### src/rtl/cpu_types.sv
// Shared core types: fetch tag and fetch entry payloads carried through the IFU FIFOs.
package cpu_types;

  localparam int unsigned CT_NTHREADS = 4;
  localparam int unsigned CT_XLEN     = 32;
  localparam int unsigned CT_TID_W    = $clog2(CT_NTHREADS);

  typedef struct packed {
    logic [CT_TID_W-1:0] tid;
    logic [CT_XLEN-1:0]  pc;
    logic                epoch;
  } fetch_tag_t;

  typedef struct packed {
    fetch_tag_t         tag;
    logic [CT_XLEN-1:0] instr;
  } fetch_entry_t;

endpackage

### src/rtl/ifu_fifo.sv
// Synchronous FIFO with registered storage; head word is visible on rdata_o while not empty.
module ifu_fifo #(
  parameter int unsigned WIDTH = 8,
  parameter int unsigned DEPTH = 4,
  localparam int unsigned PTR_W = $clog2(DEPTH),
  localparam int unsigned CNT_W = $clog2(DEPTH + 1)
) (
  input  logic             clk,
  input  logic             rst_n,
  input  logic             push_i,
  input  logic [WIDTH-1:0] wdata_i,
  input  logic             pop_i,
  output logic [WIDTH-1:0] rdata_o,
  output logic             full_o,
  output logic             empty_o,
  output logic [CNT_W-1:0] count_o
);

  logic [WIDTH-1:0] mem_q [DEPTH];
  logic [PTR_W-1:0] wr_q, rd_q;
  logic [CNT_W-1:0] cnt_q, cnt_d;

  always_comb begin
    cnt_d = cnt_q;
    case ({push_i, pop_i})
      2'b10:   cnt_d = cnt_q + CNT_W'(1);
      2'b01:   cnt_d = cnt_q - CNT_W'(1);
      default: cnt_d = cnt_q;
    endcase
  end

  always_ff @(posedge clk or negedge rst_n) begin
    if (!rst_n) begin
      for (int i = 0; i < int'(DEPTH); i++) mem_q[i] <= '0;
      wr_q  <= '0;
      rd_q  <= '0;
      cnt_q <= '0;
    end else begin
      if (push_i) begin
        mem_q[wr_q] <= wdata_i;
        wr_q        <= wr_q + PTR_W'(1);
      end
      if (pop_i) rd_q <= rd_q + PTR_W'(1);
      cnt_q <= cnt_d;
    end
  end

  assign rdata_o = mem_q[rd_q];
  assign full_o  = (cnt_q == CNT_W'(DEPTH));
  assign empty_o = (cnt_q == '0);
  assign count_o = cnt_q;

endmodule

### src/rtl/ifu_mt.sv
// Multithreaded fetch unit: round-robin thread pick, credit-limited in-order fetches,
// per-thread epochs so redirected threads drop stale instructions at the output.
module ifu_mt
  import cpu_types::*;
#(
  parameter int unsigned      NTHREADS     = CT_NTHREADS,
  parameter int unsigned      XLEN         = CT_XLEN,
  parameter logic [XLEN-1:0]  RESET_VECTOR = XLEN'(32'h0000_0200),
  parameter int unsigned      DEPTH        = 4,
  localparam int unsigned     TID_W        = $clog2(NTHREADS)
) (
  input  logic                clk,
  input  logic                rst_n,
  input  logic [NTHREADS-1:0] thread_en,
  input  logic                redirect_valid,
  input  logic [TID_W-1:0]    redirect_tid,
  input  logic [XLEN-1:0]     redirect_pc,
  output logic                imem_req_valid,
  input  logic                imem_req_ready,
  output logic [XLEN-1:0]     imem_req_addr,
  input  logic                imem_rsp_valid,
  input  logic [XLEN-1:0]     imem_rsp_data,
  output logic                if_valid,
  input  logic                if_ready,
  output logic [XLEN-1:0]     if_instr,
  output logic [XLEN-1:0]     if_pc,
  output logic [TID_W-1:0]    if_tid
);

  localparam int unsigned TAG_W = $bits(fetch_tag_t);
  localparam int unsigned ENT_W = $bits(fetch_entry_t);
  localparam int unsigned CNT_W = $clog2(DEPTH + 1);

  logic [XLEN-1:0]     pc_q [NTHREADS];
  logic [XLEN-1:0]     pc_d [NTHREADS];
  logic [NTHREADS-1:0] epoch_q, epoch_d;
  logic [TID_W-1:0]    rr_q, rr_d;
  logic                slot_valid_q, slot_valid_d;
  fetch_tag_t          slot_q, slot_d;

  logic [TAG_W-1:0] tag_rdata;
  logic [ENT_W-1:0] data_wdata, data_rdata;
  logic             tag_full, tag_empty, data_full, data_empty, data_pop;
  logic [CNT_W-1:0] tag_cnt, data_cnt;
  logic [CNT_W:0]   used_c;
  logic             credit_ok, req_hs, slot_free, load, pick_found, head_stale;
  logic [TID_W-1:0] pick_tid;
  fetch_entry_t     head;
  int               idx;

  // Slot in flight, tags awaiting response and buffered entries all hold a credit
  assign used_c    = (CNT_W+1)'(tag_cnt) + (CNT_W+1)'(data_cnt) + (CNT_W+1)'(slot_valid_q);
  assign credit_ok = used_c < (CNT_W+1)'(DEPTH);
  assign req_hs    = slot_valid_q & imem_req_ready;
  assign slot_free = ~slot_valid_q | req_hs;
  assign load      = slot_free & pick_found & credit_ok;

  // First enabled thread at or after rr_q; descending scan so the nearest one wins
  always_comb begin
    pick_found = 1'b0;
    pick_tid   = '0;
    idx        = 0;
    for (int i = int'(NTHREADS) - 1; i >= 0; i--) begin
      idx = int'(rr_q) + i;
      if (idx >= int'(NTHREADS)) idx = idx - int'(NTHREADS);
      if (thread_en[TID_W'(idx)]) begin
        pick_found = 1'b1;
        pick_tid   = TID_W'(idx);
      end
    end
  end

  always_comb begin
    pc_d         = pc_q;
    epoch_d      = epoch_q;
    rr_d         = rr_q;
    slot_valid_d = slot_valid_q;
    slot_d       = slot_q;
    if (slot_free) begin
      slot_valid_d = load;
      if (load) begin
        slot_d.tid      = pick_tid;
        slot_d.pc       = pc_q[pick_tid];
        slot_d.epoch    = epoch_q[pick_tid];
        pc_d[pick_tid]  = pc_q[pick_tid] + XLEN'(4);
        rr_d            = (pick_tid == TID_W'(NTHREADS - 1)) ? '0 : pick_tid + TID_W'(1);
      end
    end
    // Applied last so it overrides a same-cycle increment of the redirected thread
    if (redirect_valid) begin
      pc_d[redirect_tid]    = {redirect_pc[XLEN-1:2], 2'b00};
      epoch_d[redirect_tid] = ~epoch_q[redirect_tid];
    end
  end

  always_ff @(posedge clk or negedge rst_n) begin
    if (!rst_n) begin
      for (int i = 0; i < int'(NTHREADS); i++) pc_q[i] <= RESET_VECTOR;
      epoch_q      <= '0;
      rr_q         <= '0;
      slot_valid_q <= 1'b0;
      slot_q       <= '0;
    end else begin
      pc_q         <= pc_d;
      epoch_q      <= epoch_d;
      rr_q         <= rr_d;
      slot_valid_q <= slot_valid_d;
      slot_q       <= slot_d;
    end
  end

  ifu_fifo #(.WIDTH(TAG_W), .DEPTH(DEPTH)) u_tag_fifo (
    .clk     (clk),
    .rst_n   (rst_n),
    .push_i  (req_hs),
    .wdata_i (slot_q),
    .pop_i   (imem_rsp_valid),
    .rdata_o (tag_rdata),
    .full_o  (tag_full),
    .empty_o (tag_empty),
    .count_o (tag_cnt)
  );

  assign data_wdata = {tag_rdata, imem_rsp_data};

  ifu_fifo #(.WIDTH(ENT_W), .DEPTH(DEPTH)) u_data_fifo (
    .clk     (clk),
    .rst_n   (rst_n),
    .push_i  (imem_rsp_valid),
    .wdata_i (data_wdata),
    .pop_i   (data_pop),
    .rdata_o (data_rdata),
    .full_o  (data_full),
    .empty_o (data_empty),
    .count_o (data_cnt)
  );

  // Head entries from an older epoch of their thread are drained without reaching decode
  assign head       = data_rdata;
  assign head_stale = ~data_empty & (head.tag.epoch != epoch_q[head.tag.tid]);
  assign if_valid   = ~data_empty & ~head_stale;
  assign data_pop   = head_stale | (if_valid & if_ready);
  assign if_instr   = head.instr;
  assign if_pc      = head.tag.pc;
  assign if_tid     = head.tag.tid;

  assign imem_req_valid = slot_valid_q;
  assign imem_req_addr  = slot_q.pc;

  rsp_without_tag_a: assert property (@(posedge clk) disable iff (!rst_n)
    imem_rsp_valid |-> !tag_empty);
  tag_overflow_a: assert property (@(posedge clk) disable iff (!rst_n)
    req_hs |-> (!tag_full || imem_rsp_valid));
  data_overflow_a: assert property (@(posedge clk) disable iff (!rst_n)
    imem_rsp_valid |-> (!data_full || data_pop));

endmodule

### config.mk
export PLATFORM = sky130hd
export DESIGN_NAME = ifu_mt
export DESIGN_NICKNAME = d
export VERILOG_FILES = /design/src/rtl/cpu_types.sv /design/src/rtl/ifu_fifo.sv /design/src/rtl/ifu_mt.sv
export SDC_FILE = /design/constraint.sdc
export NUM_CORES = 1
export LEC_CHECK = 0
export CORE_MARGIN = 2
export CORE_UTILIZATION = 60
export CTS_CLUSTER_DIAMETER = 30
export DETAILED_ROUTE_END_ITERATION = 8
export HOLD_SLACK_MARGIN = 0.03
export PLACE_DENSITY = 0.92
export SYNTH_ARGS = -nofsm -noshare
export SYNTH_HDL_FRONTEND = slang
export SYNTH_SLANG_ARGS = --single-unit
### constraint.sdc
create_clock -name clk -period 4.17 [get_ports clk]
set_input_delay 0.834 -clock clk [delete_from_list [all_inputs] [get_ports clk]]
set_output_delay 0.834 -clock clk [all_outputs]
set_load 0.01 [all_outputs]
==> results_dict.tcl <==
set metrics [dict create \
    fmax_ghz 0.257 \
    vias_per_cell 6.65 \
    dieArea_um2 48100 \
    placed_cell_area_um2 30400 \
    crit_required_ns 3.34 \
    final_hold_viol_count 0 \
    worstSkewPairLatency_ns 0.67 \
    dr.first_iter.drc_count 2776 \
    clk_pin_slew_ns 0.06 \
    setup_viol 0 \
    grt_use_met2_pct 57.7 \
    busiest_layer "met2" \
    critPathArrivalTime_ns 3.05 \
    clock_sink_count 592 \
    firstDrtPassIters 8 \
    clock_path_buffers 3 \
    synth_common_cells "dfrtp_1 (588), mux2_2 (412), nand2_1 (207)" \
    dpl.hpwl_mm 47.3 \
    syn-num-nets 2301 \
    grt.overflow.total 0 \
    nNetsFinal 2520 \
    synthDistinctLibCells 62 \
    post_route_cells_drive_above_1_share_pct 35.5 \
    synth_top_area_share_pct 52.9 \
    grt_pass1_wl_mm 128 \
    cts_tree "yes" \
    htree_levels 3 \
    initial_utilization_pct 61.0 \
    relSlewSlack_pct 32.9 \
    grtUsageMet1_pct 43.5 \
    end_kind "primary output" \
    peakVddDrop_uv 682 \
    cp-start-kind "flop" \
    synth_edf_count 0 \
    cts-root-buf "clkbuf_16" \
    gp_congestion 0.903 \
    crit_fanout 43 \
    wl_per_cell_um 26.6 \
    vias 20700 \
    max_slew.worst_pin.slew_ns 1.01 \
    report.final.slew_viol_count 0 \
    num_io_pins 176 \
    antenna_cells 0 \
    p_leak_nw 15.4 \
    cts_hold_buf 0 \
    status "complete, no violations" \
    synth_area_um2 27800 \
    setup_tns_ns 0 \
    async_flop_share_pct 100 \
    rsz0062_at_grt "false" \
    fin_area_um2 34400 \
    ys_ff_latch 592 \
    yosysSeqAreaShare_pct 53.3 \
    synth_top_flop_cell "dfrtp_1" \
    io_buffers 173 \
    syn_avg_cell_area_um2 12.6 \
    finalCritPeriodShare_pct 93.2 \
    powerDensity_nw_per_um2 958 \
    syn_inst 2205 \
    yosys.area.top_type "dfrtp_1" \
    die_height_um 219 \
    grt_usage_pct 35.2 \
    final_core_util_pct 75.5 \
    wirelength_mm 82.8 \
    grt_start_max_net_pins 106 \
    synthTopCellsByArea "dfrtp_1 (53%), mux2_2 (17%), mux4_2 (8.3%)" \
    numCtsBuffers 107 \
    drcViolationCount 0 \
    rows 78 \
    antenna_found_initial 1 \
    die_x_um 219 \
    period_minus_slack_ns 3.89 \
    finClkSkew_ns 0.0251 \
    ant_nets 0 \
    path_class "reg2out" \
    synth.most_common_cell "dfrtp_1" \
    grt_pass1_vias 21900 \
    hold_path_class "in2async" \
    core_um2 45600 \
    use_met3_pct 9.06 \
    r2r_slack_ns 0.60 \
    cap_viol_max_count 0 \
    area_growth_pct 23.8 \
    synth.yosys.warnings 0 \
]
## final cells by class
cell class	instances	area [um2]
timing repair buffer	295	2740
inverter	21	78.8
clock inverter	71	1030
multi-input combinational	1407	12100
tap	600	751
clock buffer	132	2920
sequential	592	14800
fill	2386	11200
## per-stage QoR
step | hold WS, ns | setup slack, ns | cells | power [mW]
5_1_grt | 0.285 | 0.133 | 3118 | 34.3
2_1_floorplan | 0.448 | 0.597 | 2205 | 17.9
3_5_place_dp | 0.475 | -0.437 | 2911 | 22.7
3_3_place_gp | 0.465 | -0.369 | 2911 | 21.7
6_report | 0.234 | 0.284 | 3118 | 33.0
4_1_cts | 0.250 | 0.0652 | 3114 | 32.7
## critical path, cell delays in order (launching register included)
cell,delay (ns)
dfrtp_4,0.45
buf_4,0.70
mux4_2,0.61
clkdlybuf4s50_1,0.58
## state kept, by name, indices dropped and copies added (netlist names)
name,count
u_tag_fifo.wr_q,2
u_tag_fifo.rd_q,2
u_data_fifo.rd_q,2
u_tag_fifo.mem_q,140
u_data_fifo.mem_q,268
imem_req_addr,32
slot_q,3
rr_q,2
u_tag_fifo.count_o,3
epoch_q,4
u_data_fifo.wr_q,2
pc_q,128
imem_req_valid,1
u_data_fifo.count_o,3
## layer usage
layer / routed length (um) / vias up
li1: - / 8437
met1: 30100 / 10500
met2: 40800 / 1428
met3: 8190 / 340
met4: 3690 / 2
met5: 13 / -
## final timing paths
path	startpoint	to	depth (start not counted)
max reg2reg	rr_q[1]$_DFFE_PN0P_	pc_q[26]$_DFF_PN0_	14
min	rst_n	u_data_fifo.mem_q[15]$_DFFE_PN0P_	1
max in group asynchronous	rst_n	pc_q[8]$_DFF_PN0_	2
min reg2reg	u_tag_fifo.count_o[2]$_DFFE_PN0P_	u_tag_fifo.count_o[2]$_DFFE_PN0P_	1
min in group clk	u_tag_fifo.count_o[2]$_DFFE_PN0P_	u_tag_fifo.count_o[2]$_DFFE_PN0P_	1
max	u_data_fifo.rd_q[0]$_DFFE_PN0N_	if_instr[16]	3
## cells in the final DEF, fill, tap and decap left out, types with 5 or more instances in the layout
cell	n
a211oi_1	22
a21o_1	37
a21oi_1	65
a31o_2	19
a31oi_1	30
and3_1	41
buf_12	7
buf_4	115
bufinv_16	20
clkbuf_1	10
clkbuf_16	107
clkbuf_8	15
clkdlybuf4s50_1	171
clkinv_2	24
clkinv_4	7
clkinvlp_4	12
dfrtp_1	585
ha_1	18
inv_1	19
mux2_2	412
mux4_2	103
nand2_1	203
nand2b_1	7
nand3_1	49
nand4_1	10
nand4_2	5
nor2_1	72
nor3_1	6
o21ai_0	194
o21ai_1	16
xnor2_1	20
xor2_1	17
## repair_timing
| action | 4_1_cts | 5_1_grt |
|---|---|---|
| endpoints found under the setup margin | 0 | 23 |
| resized for setup | 0 | 1 |
| buffers inserted | 0 | 4 |
## power by group
group | internal [mW] | total [mW] | switching (mW)
Sequential | 8.47 | 10.5 | 2.03
Combinational | 6.47 | 13.0 | 6.57
Clock | 6.24 | 9.41 | 3.16
## kinds of logic after synthesis
| logic type | synth area share, % |
|---|---|
| adders and majority gates | 0.955 |
| muxes | 25.1 |
| and+or+nand+nor | 7.61 |
| xor gates and xnor gates | 1.28 |
| AOI/OAI and AO/OA | 8.15 |
| buffers and inverters | 3.53 |
| DFF | 53.3 |
(Power assumes the default switching activity.)
